===== config.mk =====
export PLATFORM = sky130hd
export DESIGN_NAME = goertzel_state_bank
export DESIGN_NICKNAME = d
export VERILOG_FILES = /design/src/rtl/goertzel_state_bank.sv
export SDC_FILE = /design/constraint.sdc
export NUM_CORES = 1
export LEC_CHECK = 0
export BUFFER_PORTS_ARGS = -buffer_cell sky130_fd_sc_hd__buf_2
export CAP_MARGIN = 20
export CORE_AREA = 2 2 280 282
export CTS_CLUSTER_SIZE = 10
export DETAILED_ROUTE_END_ITERATION = 10
export DIE_AREA = 0 0 282 284
export GPL_TIMING_DRIVEN = 0
export PLACE_DENSITY = 0.55
export SYNTH_ARGS = -nofsm -noshare
export SYNTH_HDL_FRONTEND = slang
export SYNTH_SLANG_ARGS = --single-unit

===== constraint.sdc =====
create_clock -name clk -period 16.05 [get_ports clk]
set_input_delay 3.21 -clock clk [delete_from_list [all_inputs] [get_ports clk]]
set_output_delay 3.21 -clock clk [all_outputs]
set_load 0.1 [all_outputs]

===== src/rtl/goertzel_state_bank.sv =====
// rtl/goertzel_state_bank.sv - per-channel Goertzel S1/S2 state storage with bank clear FSM
// Optional macro GOERTZEL_STATE_BANK_BYPASS_EN: same-cycle write-to-read forwarding.
module goertzel_state_bank #(
    parameter int N  = 61,
    parameter int C  = 4,
    parameter int CW = 2
) (
    input  logic                clk,
    input  logic                rst,
    input  logic                clr,
    output logic                busy,
    input  logic                wr_en,
    input  logic [CW-1:0]       wr_ch,
    input  logic signed [N-1:0] x,
    output logic                wr_drop,
    input  logic                rd_en,
    input  logic [CW-1:0]       rd_ch,
    output logic signed [N-1:0] y1,
    output logic signed [N-1:0] y2,
    output logic                rd_valid
);

    typedef enum logic {IDLE, CLEAR} state_t;

    state_t              state;
    logic [CW-1:0]       cc;
    logic signed [N-1:0] s1 [C];
    logic signed [N-1:0] s2 [C];

    logic [31:0]         wr_idx;
    logic [31:0]         rd_idx;
    logic [31:0]         cc_idx;
    logic                wr_ok;
    logic signed [N-1:0] rd_s1;
    logic signed [N-1:0] rd_s2;
    logic signed [N-1:0] nxt_y1;
    logic signed [N-1:0] nxt_y2;

    // Indices widened so range checks against C stay meaningful for any CW.
    assign wr_idx = 32'(wr_ch);
    assign rd_idx = 32'(rd_ch);
    assign cc_idx = 32'(cc);
    assign wr_ok  = wr_en && !busy && (wr_idx < 32'(C));

    always_comb begin
        rd_s1 = '0;
        rd_s2 = '0;
        for (int i = 0; i < C; i++) begin
            if (rd_idx == 32'(i)) begin
                rd_s1 = s1[i];
                rd_s2 = s2[i];
            end
        end
        nxt_y1 = rd_s1;
        nxt_y2 = rd_s2;
`ifdef GOERTZEL_STATE_BANK_BYPASS_EN
        if (wr_ok && (wr_ch == rd_ch)) begin
            nxt_y1 = x;
            nxt_y2 = rd_s1;
        end
`endif
    end

    always_ff @(posedge clk) begin
        if (rst) begin
            state    <= IDLE;
            cc       <= '0;
            busy     <= 1'b0;
            wr_drop  <= 1'b0;
            rd_valid <= 1'b0;
            y1       <= '0;
            y2       <= '0;
            for (int i = 0; i < C; i++) begin
                s1[i] <= '0;
                s2[i] <= '0;
            end
        end else begin
            wr_drop  <= wr_en && !wr_ok;
            rd_valid <= rd_en;
            if (rd_en) begin
                y1 <= nxt_y1;
                y2 <= nxt_y2;
            end

            // Clear step wins over a write to the same channel.
            for (int i = 0; i < C; i++) begin
                if (state == CLEAR && cc_idx == 32'(i)) begin
                    s1[i] <= '0;
                    s2[i] <= '0;
                end else if (wr_ok && wr_idx == 32'(i)) begin
                    s2[i] <= s1[i];
                    s1[i] <= x;
                end
            end

            case (state)
                IDLE: begin
                    if (clr) begin
                        cc    <= '0;
                        state <= CLEAR;
                        busy  <= 1'b1;
                    end
                end
                CLEAR: begin
                    cc <= cc + 1'b1;
                    if (cc_idx == 32'(C - 1)) begin
                        state <= IDLE;
                        busy  <= 1'b0;
                    end
                end
                default: begin
                    state <= IDLE;
                    busy  <= 1'b0;
                end
            endcase
        end
    end

endmodule


After elaboration in Yosys (flattened, before gate mapping)
Memory sizes are Yosys's and may differ from the RTL's.
Index checks and enable logic that the tools add are counted.
{"block": "op_classes", "n_addsub": 1, "mul": 0, "div_mod_pow": 0, "n_lt_le_gt_ge": 1, "eq_ne": 11, "n_shift": 0, "n_mux": 62, "bitwise": 17, "reduce_logical": 17}
{"op": "$mux W61", "count": 24}
{"op": "$logic_not A32 Y1", "count": 3}
{"op": "$mux W1", "count": 34}
{"op": "$or A1 B1 Y1", "count": 16}
{"op": "$eq A2 B2 Y1 const B", "count": 6}
{"op": "$logic_and A1 B1 Y1", "count": 11}
{"op": "$eq A2 B1 Y1 const B", "count": 3}
{"op": "$pmux W1 S2", "count": 2}
{"op": "$pmux W2 S2", "count": 1}
{"op": "$lt A2 B3 Y1 const B", "count": 1}
{"op": "$add A2 B1 Y2 const B", "count": 1}
{"op": "$logic_not A1 Y1", "count": 2}
{"op": "$mux W2", "count": 1}
{"op": "$ne A2 B1 Y1 const B", "count": 1}
{"op": "$ne A2 B2 Y1 const B", "count": 1}
{"op": "$reduce_and A2 Y1", "count": 1}
{"op": "$not A1 Y1", "count": 1}
{"block": "word_totals", "ff_bits": 128, "latchBits": 0, "ram_bits": 488, "romBits": 0, "input_bits": 70, "n_memories": 2}
{"memory": "s1", "words": 4, "width": 61, "rd": 4, "rd_clocked_by_memory_dff": 0, "write_ports": 4, "line": "27", "rtl": "logic signed [N-1:0] s1 [C];"}
{"memory": "s2", "words": 4, "width": 61, "rd": 4, "rd_clocked_by_memory_dff": 0, "write_ports": 4, "line": "28", "rtl": "logic signed [N-1:0] s2 [C];"}

Depth between registers and ports, before layout
Gate-level depths: netlist of run 1.
{"block": "logic_depth", "word_depth": 9, "ltp_mapped": 7, "ltp_nobuf": 4}

Least setup slack after synthesis of run 1
OpenSTA, ideal clock, no wires.
{"block": "synth_path", "path_kind": "in2reg", "start": "input rst", "end": "memory s1[2][0], enable pin", "setup_time_ns": 0.502, "arrival_time_ns": 6.860, "slack_ns": 8.688, "stages": 5, "n_path_buf": 3, "cell_sequence": "buf_2 > a21o_1 > clkbuf_1 > clkbuf_1 > nand2b_1"}
{"element": "start, declared", "line": "9", "rtl": "input logic rst,"}
{"element": "end, declared", "line": "27"}

==> metrics.txt, run 1 <==
# TYPE chip_impl_metric gauge
chip_impl_info{name="outcome",value="finished clean"} 1
chip_impl_metric{name="detail-route-antenna-nets",unit=""} 0
chip_impl_metric{name="met1_usage",unit="%"} 26.4
chip_impl_metric{name="worstPathMaxFanout",unit=""} 47
chip_impl_metric{name="placement_rows",unit=""} 102
chip_impl_metric{name="fmaxAchievable",unit="GHz"} 0.170
chip_impl_metric{name="mapped_cells",unit=""} 2124
chip_impl_metric{name="layout_stage_area_growth_over_the_synthesis_result",unit="%"} 17.4
chip_impl_metric{name="final_layout_size_suffix_gt1_share",unit="%"} 22.1
chip_impl_metric{name="wire_per_inst",unit="um"} 23.5
chip_impl_metric{name="cts_hold_buf",unit=""} 0
chip_impl_metric{name="clock_insertion_delay_worst_skew",unit="ns"} 0.61
chip_impl_metric{name="share_comb_of_total_power",unit="%"} 12.0
chip_impl_info{name="global_route.peak_usage_layer",value="met2"} 1
chip_impl_metric{name="clockBufferDepth",unit=""} 3
chip_impl_metric{name="initial_antenna_violation_count",unit=""} 3
chip_impl_metric{name="ir_drop",unit="V"} 0.0000810
chip_impl_metric{name="clock_period_minus_final_worst_setup_slack",unit="ns"} 5.89
chip_impl_info{name="cts-root-buf",value="clkbuf_16"} 1
chip_impl_metric{name="seq_area_frac_synth",unit="%"} 64.1
chip_impl_metric{name="floorplan.initialDensity",unit="%"} 34.9
chip_impl_metric{name="route.detailed.vias_per_inst",unit=""} 5.08
chip_impl_metric{name="yosys_register_bits",unit=""} 616
chip_impl_metric{name="global_route.usage.met2",unit="%"} 34.0
chip_impl_metric{name="grt_use_met3",unit="%"} 3.29
chip_impl_metric{name="fin_hold_ws",unit="ns"} 0.553
chip_impl_metric{name="post-route-drc-count",unit=""} 0
chip_impl_metric{name="regArea",unit="um2"} 17200
chip_impl_metric{name="synth_nets",unit=""} 2198
chip_impl_info{name="crit_path_start_kind",value="input pin"} 1
chip_impl_metric{name="fill_cells",unit=""} 7196
chip_impl_metric{name="p_int",unit="mW"} 2.82
chip_impl_info{name="critPathCaptureType",value="register"} 1
chip_impl_metric{name="power.share.sequential",unit="%"} 48.5
chip_impl_metric{name="dpl_cell_area",unit="um2"} 29400
chip_impl_metric{name="tns",unit="ns"} 0
chip_impl_metric{name="ctsHtreeMaxLevel",unit=""} 3
chip_impl_metric{name="synth_top_cell_area_share",unit="%"} 54.6
chip_impl_metric{name="multiInputGateArea",unit="um2"} 7630
chip_impl_metric{name="num-nets-final",unit=""} 2472
chip_impl_metric{name="dp.final_hpwl",unit="um"} 56400
chip_impl_metric{name="post_placement_setup_slack",unit="ns"} 9.54
chip_impl_metric{name="drtPass1Iterations",unit=""} 5
chip_impl_metric{name="design_area",unit="um2"} 31500
chip_impl_metric{name="maximum_number_of_pins_on_one_net_before_global_route_repair",unit=""} 59
chip_impl_info{name="top_cells_by_area_synth",value="edfxtp_1, dfxtp_1, mux2i_1"} 1
chip_impl_metric{name="port-buffer-count",unit=""} 192
chip_impl_metric{name="floorplan.die_area",unit="um2"} 80100
chip_impl_metric{name="synthDistinctLibCells",unit=""} 25
chip_impl_metric{name="worst_slack",unit="ns"} 10.16
chip_impl_metric{name="finalSetupViolations",unit=""} 0
chip_impl_metric{name="worstMarginPinSlew",unit="ns"} 1.19
chip_impl_metric{name="final_core_util",unit="%"} 40.9
chip_impl_metric{name="max_slew_margin",unit="%"} 20.3
chip_impl_metric{name="placeableCoreArea",unit="um2"} 77000
chip_impl_metric{name="report.final.slew_viol_count",unit=""} 0
chip_impl_metric{name="maxCapViolCount",unit=""} 0
chip_impl_metric{name="power-per-cell-area",unit="nW/um2"} 123
chip_impl_metric{name="tritoncts.num_buffers",unit=""} 72
chip_impl_metric{name="groute.usage.overall",unit="%"} 20.4
chip_impl_info{name="worstHoldPathType",value="reg -> reg"} 1
chip_impl_metric{name="pin_count",unit=""} 195
chip_impl_info{name="setup.worst_path.class",value="in -> reg"} 1
chip_impl_metric{name="post_cts_resize_count",unit=""} 0
chip_impl_info{name="cts_tree",value="yes"} 1
chip_impl_metric{name="cts.clk_slew.worst_paths",unit="ns"} 0.06
chip_impl_metric{name="place_congestion",unit=""} 0.875
chip_impl_metric{name="power.static_leakage",unit="nW"} 12.1
chip_impl_metric{name="switching_power",unit="mW"} 1.04
chip_impl_metric{name="power.switching_fraction",unit="%"} 27.0
chip_impl_metric{name="grt_first_pass_wirelength",unit="um"} 120000
chip_impl_metric{name="timing.critical_path.required",unit="ns"} 16.32
chip_impl_info{name="synth.largest_area_cell",value="edfxtp_1"} 1
chip_impl_metric{name="post-cts-setup-buffers",unit=""} 0
chip_impl_metric{name="routed_wl",unit="um"} 82000
chip_impl_metric{name="cp.arrival",unit="ns"} 6.15
chip_impl_metric{name="cts.sink_count",unit=""} 616
chip_impl_metric{name="initialDrtViolationCount",unit=""} 1341
chip_impl_metric{name="routed-via-count",unit=""} 17800
chip_impl_metric{name="finalHoldViolations",unit=""} 0
chip_impl_metric{name="p_clk_share",unit="%"} 39.5
chip_impl_metric{name="mappedNetlistArea",unit="um2"} 26800
chip_impl_metric{name="worst_clock_skew",unit="ns"} 0.0285
chip_impl_metric{name="grt_pass1_vias",unit=""} 18500
chip_impl_metric{name="final_min_period_over_clock_period",unit="%"} 36.7
chip_impl_metric{name="syn_avg_cell_area",unit="um2"} 12.6
chip_impl_metric{name="chipWidth",unit="um"} 282
chip_impl_info{name="grt_setup_unrepaired",value="false"} 1
chip_impl_metric{name="die_y",unit="um"} 284
chip_impl_metric{name="globalRoute.totalOverflow",unit=""} 0
chip_impl_metric{name="synthesis.yosys.warnings",unit=""} 0
-- power by group through the flow --
stage	registers, mW	clock network [mW]	logic [mW]
after floorplan	2.04	0	0.184
after global placement	1.93	0	0.449
after detailed placement	1.91	0	0.464
after CTS	1.87	1.55	0.465
after global routing	1.88	1.60	0.488
final	1.87	1.52	0.463
-- worst paths after layout --
kind / cells past startpoint / startpoint / slack (ns) / end
max: 7 / rst / 10.16 / s2[0][49]
min: 2 / s2[0][53] / 0.55 / y2[53]
max reg2reg: 8 / cc[0] / 12.29 / s2[0][49]
min reg2reg: 2 / s2[0][53] / 0.55 / y2[53]
-- state kept, by name, indices dropped and copies added, names as in the netlist --
signal / cells
busy: 1
cc: 2
rd_valid: 1
s1: 244
s2: 244
state: 1
wr_drop: 1
y1: 61
y2: 61
-- metrics by stage --
| stage | power (mW) | cells |
|---|---|---|
| after floorplan | 2.22 | 2124 |
| after global placement | 2.37 | 3356 |
| after detailed placement | 2.37 | 3364 |
| after CTS | 3.89 | 3492 |
| after global routing | 3.98 | 3492 |
| final | 3.86 | 3493 |
-- synthesized netlist by cell type --
| cell type | instances |
|---|---|
| edfxtp_1 | 488 |
| nor3_1 | 418 |
| inv_1 | 308 |
| mux2i_1 | 244 |
| dfxtp_1 | 128 |
| o221ai_1 | 122 |
| or3b_2 | 118 |
| clkbuf_1 | 109 |
| nor3_2 | 70 |
| buf_2 | 60 |
| buf_1 | 17 |
| buf_6 | 8 |
| or3b_1 | 7 |
| nand2b_1 | 6 |
| a21o_1 | 4 |
| ha_1 | 4 |
| a21oi_1 | 3 |
| nand4bb_1 | 2 |
| nor2_1 | 2 |
| nand2_1 | 1 |
| nand3b_1 | 1 |
| nand4b_1 | 1 |
| nor2b_1 | 1 |
| nor3b_1 | 1 |
| or4b_1 | 1 |
-- placed cells by master, fill, tap and decap left out --
master       n
edfxtp_1   488
nor3_1     418
inv_1      308
buf_2      252
mux2i_1    244
clkbuf_1   156
dfxtp_1    128
o221ai_1   122
or3b_2     118
clkbuf_16   76
nor3_2      70
buf_1       17
buf_6        8
buf_16       8
or3b_1       7
a21o_1       4
nand2b_4     4
ha_1         4
a21oi_1      3
nand2b_1     2
nor2_1       2
nand4bb_1    2
clkinv_2     2
diode_2      1
nor3b_1      1
nor2b_1      1
nand2_1      1
nand4b_1     1
or4b_1       1
nand3b_1     1
inv_6        1
bufinv_16    1
clkinv_8     1
-- kinds of logic after synthesis --
logic type,after synthesis,share of synthesized area [%]
buffers and inverters,502,7.52
adders and majority gates,4,0.186
AOI/OAI and AO/OA,129,4.15
DFF,616,64.1
muxes,244,9.10
and+or+nand+nor,629,14.9
-- critical path, cell delays in order --
cell and delay (ns):
buf_2 0.14, a21o_1 0.10, clkbuf_1 0.52, clkbuf_1 0.80
nand2b_4 0.67, buf_16 0.32, buf_16 0.31
-- routing by layer --
layer | up-vias | routed length [um]
met4 | 4 | 2620
met1 | 8653 | 34400
met2 | 684 | 39700
met3 | 136 | 5210
li1 | 8278 | -
met5 | - | 25
-- area by class of cell --
cell class / count / area share (%)
inverter: 308 / 3.67
timing repair buffer: 200 / 3.75
antenna: 1 / 0.00794
buffer: 194 / 2.74
clock buffer: 123 / 6.60
sequential: 616 / 54.7
multi-input combinational: 1006 / 24.2
clock inverter: 5 / 0.207
tap: 1040 / 4.13
Note: power is estimated with default switching activity, not from simulation.
==> inputs of run 2 (changes only) <==
Settings changed: PLACE_DENSITY 0.55 to 0.57.
Clock period 16.05 ns to 5.4 ns, I/O delays scaled along.
==> run 2 against run 1 <==
Clock skew down 0.0041 ns. Sequential cell count unchanged. Core utilization about the same.
==> metrics.txt, run 2 (synthesized netlist as in run 1, its figures left out) <==
# TYPE chip_impl_metric gauge
chip_impl_info{name="cpMaxStageDelayCell",value="clkbuf_1"} 1
chip_impl_metric{name="pin_count",unit=""} 195
chip_impl_metric{name="max_slew_margin",unit="%"} 23.9
chip_impl_info{name="crit_path_start_kind",value="input pin"} 1
chip_impl_metric{name="cts.clk_slew.worst_paths",unit="ns"} 0.06
chip_impl_metric{name="p_clk_share",unit="%"} 39.4
chip_impl_info{name="setup.worst_path.class",value="in -> reg"} 1
chip_impl_metric{name="groute.usage.overall",unit="%"} 20.1
chip_impl_info{name="worstHoldPathType",value="reg -> reg"} 1
chip_impl_metric{name="finalSetupViolations",unit=""} 0
chip_impl_metric{name="power.share.sequential",unit="%"} 48.7
chip_impl_metric{name="port-buffer-count",unit=""} 192
chip_impl_metric{name="place_congestion",unit=""} 0.881
chip_impl_info{name="cts_tree",value="yes"} 1
chip_impl_metric{name="cp.arrival",unit="ns"} 4.00
chip_impl_metric{name="final_layout_size_suffix_gt1_share",unit="%"} 22.0
chip_impl_metric{name="maximum_number_of_pins_on_one_net_before_global_route_repair",unit=""} 50
chip_impl_metric{name="num-nets-final",unit=""} 2472
chip_impl_info{name="layout.cells.most_common_list",value="edfxtp_1, nor3_1, inv_1, buf_2, mux2i_1"} 1
chip_impl_info{name="worstHoldStart",value="s2[0][35]"} 1
chip_impl_metric{name="power.static_leakage",unit="nW"} 12.1
chip_impl_metric{name="worstPathMaxFanout",unit=""} 48
chip_impl_metric{name="multiInputGateArea",unit="um2"} 7630
chip_impl_metric{name="floorplan.initialDensity",unit="%"} 34.9
chip_impl_info{name="critPathCaptureType",value="register"} 1
chip_impl_metric{name="placeableCoreArea",unit="um2"} 77000
chip_impl_metric{name="tritoncts.num_buffers",unit=""} 72
chip_impl_metric{name="dp.final_hpwl",unit="um"} 56100
chip_impl_info{name="biggestRegsByFlops",value="s1: 244 flops, s2: 244 flops"} 1
chip_impl_metric{name="cts.sink_count",unit=""} 616
chip_impl_info{name="grt_setup_unrepaired",value="false"} 1
chip_impl_metric{name="ir_drop",unit="V"} 0.000182
chip_impl_metric{name="fmaxAchievable",unit="GHz"} 0.268
chip_impl_metric{name="antenna_cells",unit=""} 0
chip_impl_metric{name="final_core_util",unit="%"} 40.9
chip_impl_metric{name="report.final.slew_viol_count",unit=""} 0
chip_impl_metric{name="maxCapViolCount",unit=""} 0
chip_impl_metric{name="grt_first_pass_wirelength",unit="um"} 120000
chip_impl_metric{name="critical_path_buf_inv_count",unit=""} 5
chip_impl_metric{name="final_min_period_over_clock_period",unit="%"} 69.2
chip_impl_metric{name="routed_wl",unit="um"} 80700
chip_impl_metric{name="post_cts_resize_count",unit=""} 0
chip_impl_metric{name="p_int",unit="mW"} 8.37
chip_impl_metric{name="worst_clock_skew",unit="ns"} 0.0244
chip_impl_metric{name="worstMarginPinSlew",unit="ns"} 1.14
chip_impl_metric{name="cpPeakStageDelay",unit="ns"} 0.74
chip_impl_metric{name="cts_hold_buf",unit=""} 0
chip_impl_metric{name="timing.critical_path.required",unit="ns"} 5.66
chip_impl_metric{name="routed-via-count",unit=""} 17900
chip_impl_metric{name="share_comb_of_total_power",unit="%"} 11.9
chip_impl_metric{name="route.detailed.vias_per_inst",unit=""} 5.11
chip_impl_metric{name="clock_insertion_delay_worst_skew",unit="ns"} 0.61
chip_impl_metric{name="die_y",unit="um"} 284
chip_impl_metric{name="tns",unit="ns"} 0
chip_impl_metric{name="clock_period_minus_final_worst_setup_slack",unit="ns"} 3.73
chip_impl_metric{name="chipWidth",unit="um"} 282
chip_impl_metric{name="globalRoute.totalOverflow",unit=""} 0
chip_impl_metric{name="clockBufferDepth",unit=""} 3
chip_impl_metric{name="power-per-cell-area",unit="nW/um2"} 363
chip_impl_metric{name="initial_antenna_violation_count",unit=""} 4
chip_impl_metric{name="dpl_cell_area",unit="um2"} 29400
chip_impl_metric{name="detail-route-antenna-nets",unit=""} 0
chip_impl_info{name="outcome",value="finished clean"} 1
chip_impl_metric{name="post-route-drc-count",unit=""} 0
chip_impl_metric{name="finalHoldViolations",unit=""} 0
chip_impl_info{name="timing.rr.start",value="busy"} 1
chip_impl_metric{name="initialDrtViolationCount",unit=""} 1512
chip_impl_metric{name="wire_per_inst",unit="um"} 23.1
chip_impl_info{name="cts-root-buf",value="clkbuf_16"} 1
chip_impl_metric{name="layout_stage_area_growth_over_the_synthesis_result",unit="%"} 17.4
chip_impl_metric{name="drtPass1Iterations",unit=""} 5
chip_impl_metric{name="post-cts-setup-buffers",unit=""} 0
chip_impl_info{name="startpoint",value="rst"} 1
chip_impl_metric{name="total_power",unit="mW"} 11.4
chip_impl_metric{name="regArea",unit="um2"} 17200
chip_impl_metric{name="fill_cells",unit=""} 7299
chip_impl_metric{name="ctsHtreeMaxLevel",unit=""} 3
chip_impl_metric{name="switching_power",unit="mW"} 3.08
chip_impl_info{name="crit_path_cell_trace",value="buf_2 > buf_2 > a21o_1 > clkbuf_1 > clkbuf_1 > nand2b_4 > buf_16"} 1
chip_impl_metric{name="placement_rows",unit=""} 102
chip_impl_metric{name="grt_pass1_vias",unit=""} 18700
chip_impl_info{name="most_common_cell_after_layout_fill_and_taps_aside",value="edfxtp_1"} 1
chip_impl_metric{name="design_area",unit="um2"} 31500
chip_impl_metric{name="floorplan.die_area",unit="um2"} 80100
chip_impl_info{name="cp_top_family",value="buffers and inverters"} 1
chip_impl_metric{name="power.switching_fraction",unit="%"} 26.9
## run 2: worst reg2reg max path: cells and delay by family (launching register included)
family / cells / cell delay (ns)
flip-flops: 1 / 0.52
AND/OR/NAND/NOR: 2 / 0.77
buffers and inverters: 3 / 1.84
## run 2: area by class of cell
class,count,share of cell area (%)
Sequential cell,616,54.6
Multi-Input combinational cell,1006,24.2
Clock buffer,128,6.72
Tap cell,1040,4.13
Timing Repair Buffer,200,3.75
Inverter,308,3.67
Buffer,194,2.74
Clock inverter,3,0.107
## run 2: through the flow
stage | hold slack, ns | setup slack, ns | instances
2_1_floorplan | 0.509 | 0.168 | 2124
3_3_place_gp | 0.535 | -3.25 | 3356
3_5_place_dp | 0.544 | 1.03 | 3364
4_1_cts | 0.554 | 1.66 | 3495
5_1_grt | 0.581 | 1.58 | 3495
6_report | 0.554 | 1.67 | 3495
## run 2: path summary, 6_finish.rpt
kind	endpoint	slack, ns	cells after the start
worst min-delay path	y2[35]	0.55	2
worst max register to register	s1[1][48]	1.86	5
worst min register to register	y2[35]	0.55	2
worst max-delay path	s2[2][50]	1.67	7
## run 2: power by group through the flow
stage | Clock [mW] | Sequential, mW | Combinational [mW]
after floorplan | 0 | 6.06 | 0.546
after global placement | 0 | 5.73 | 1.32
after detailed placement | 0 | 5.67 | 1.37
after CTS | 4.57 | 5.57 | 1.37
after global routing | 4.76 | 5.60 | 1.44
final | 4.51 | 5.58 | 1.37
## run 2: layer usage
metal	routed length (um)	up-vias	track usage (%)	part of all wire, %
met1	34200	8698	26.4	42
met4	2570	4	7.73	3.2
li1	-	8284	-	-
met3	5200	151	3.07	6.4
met2	38800	728	33.2	48
met5	21	-	0	0.026
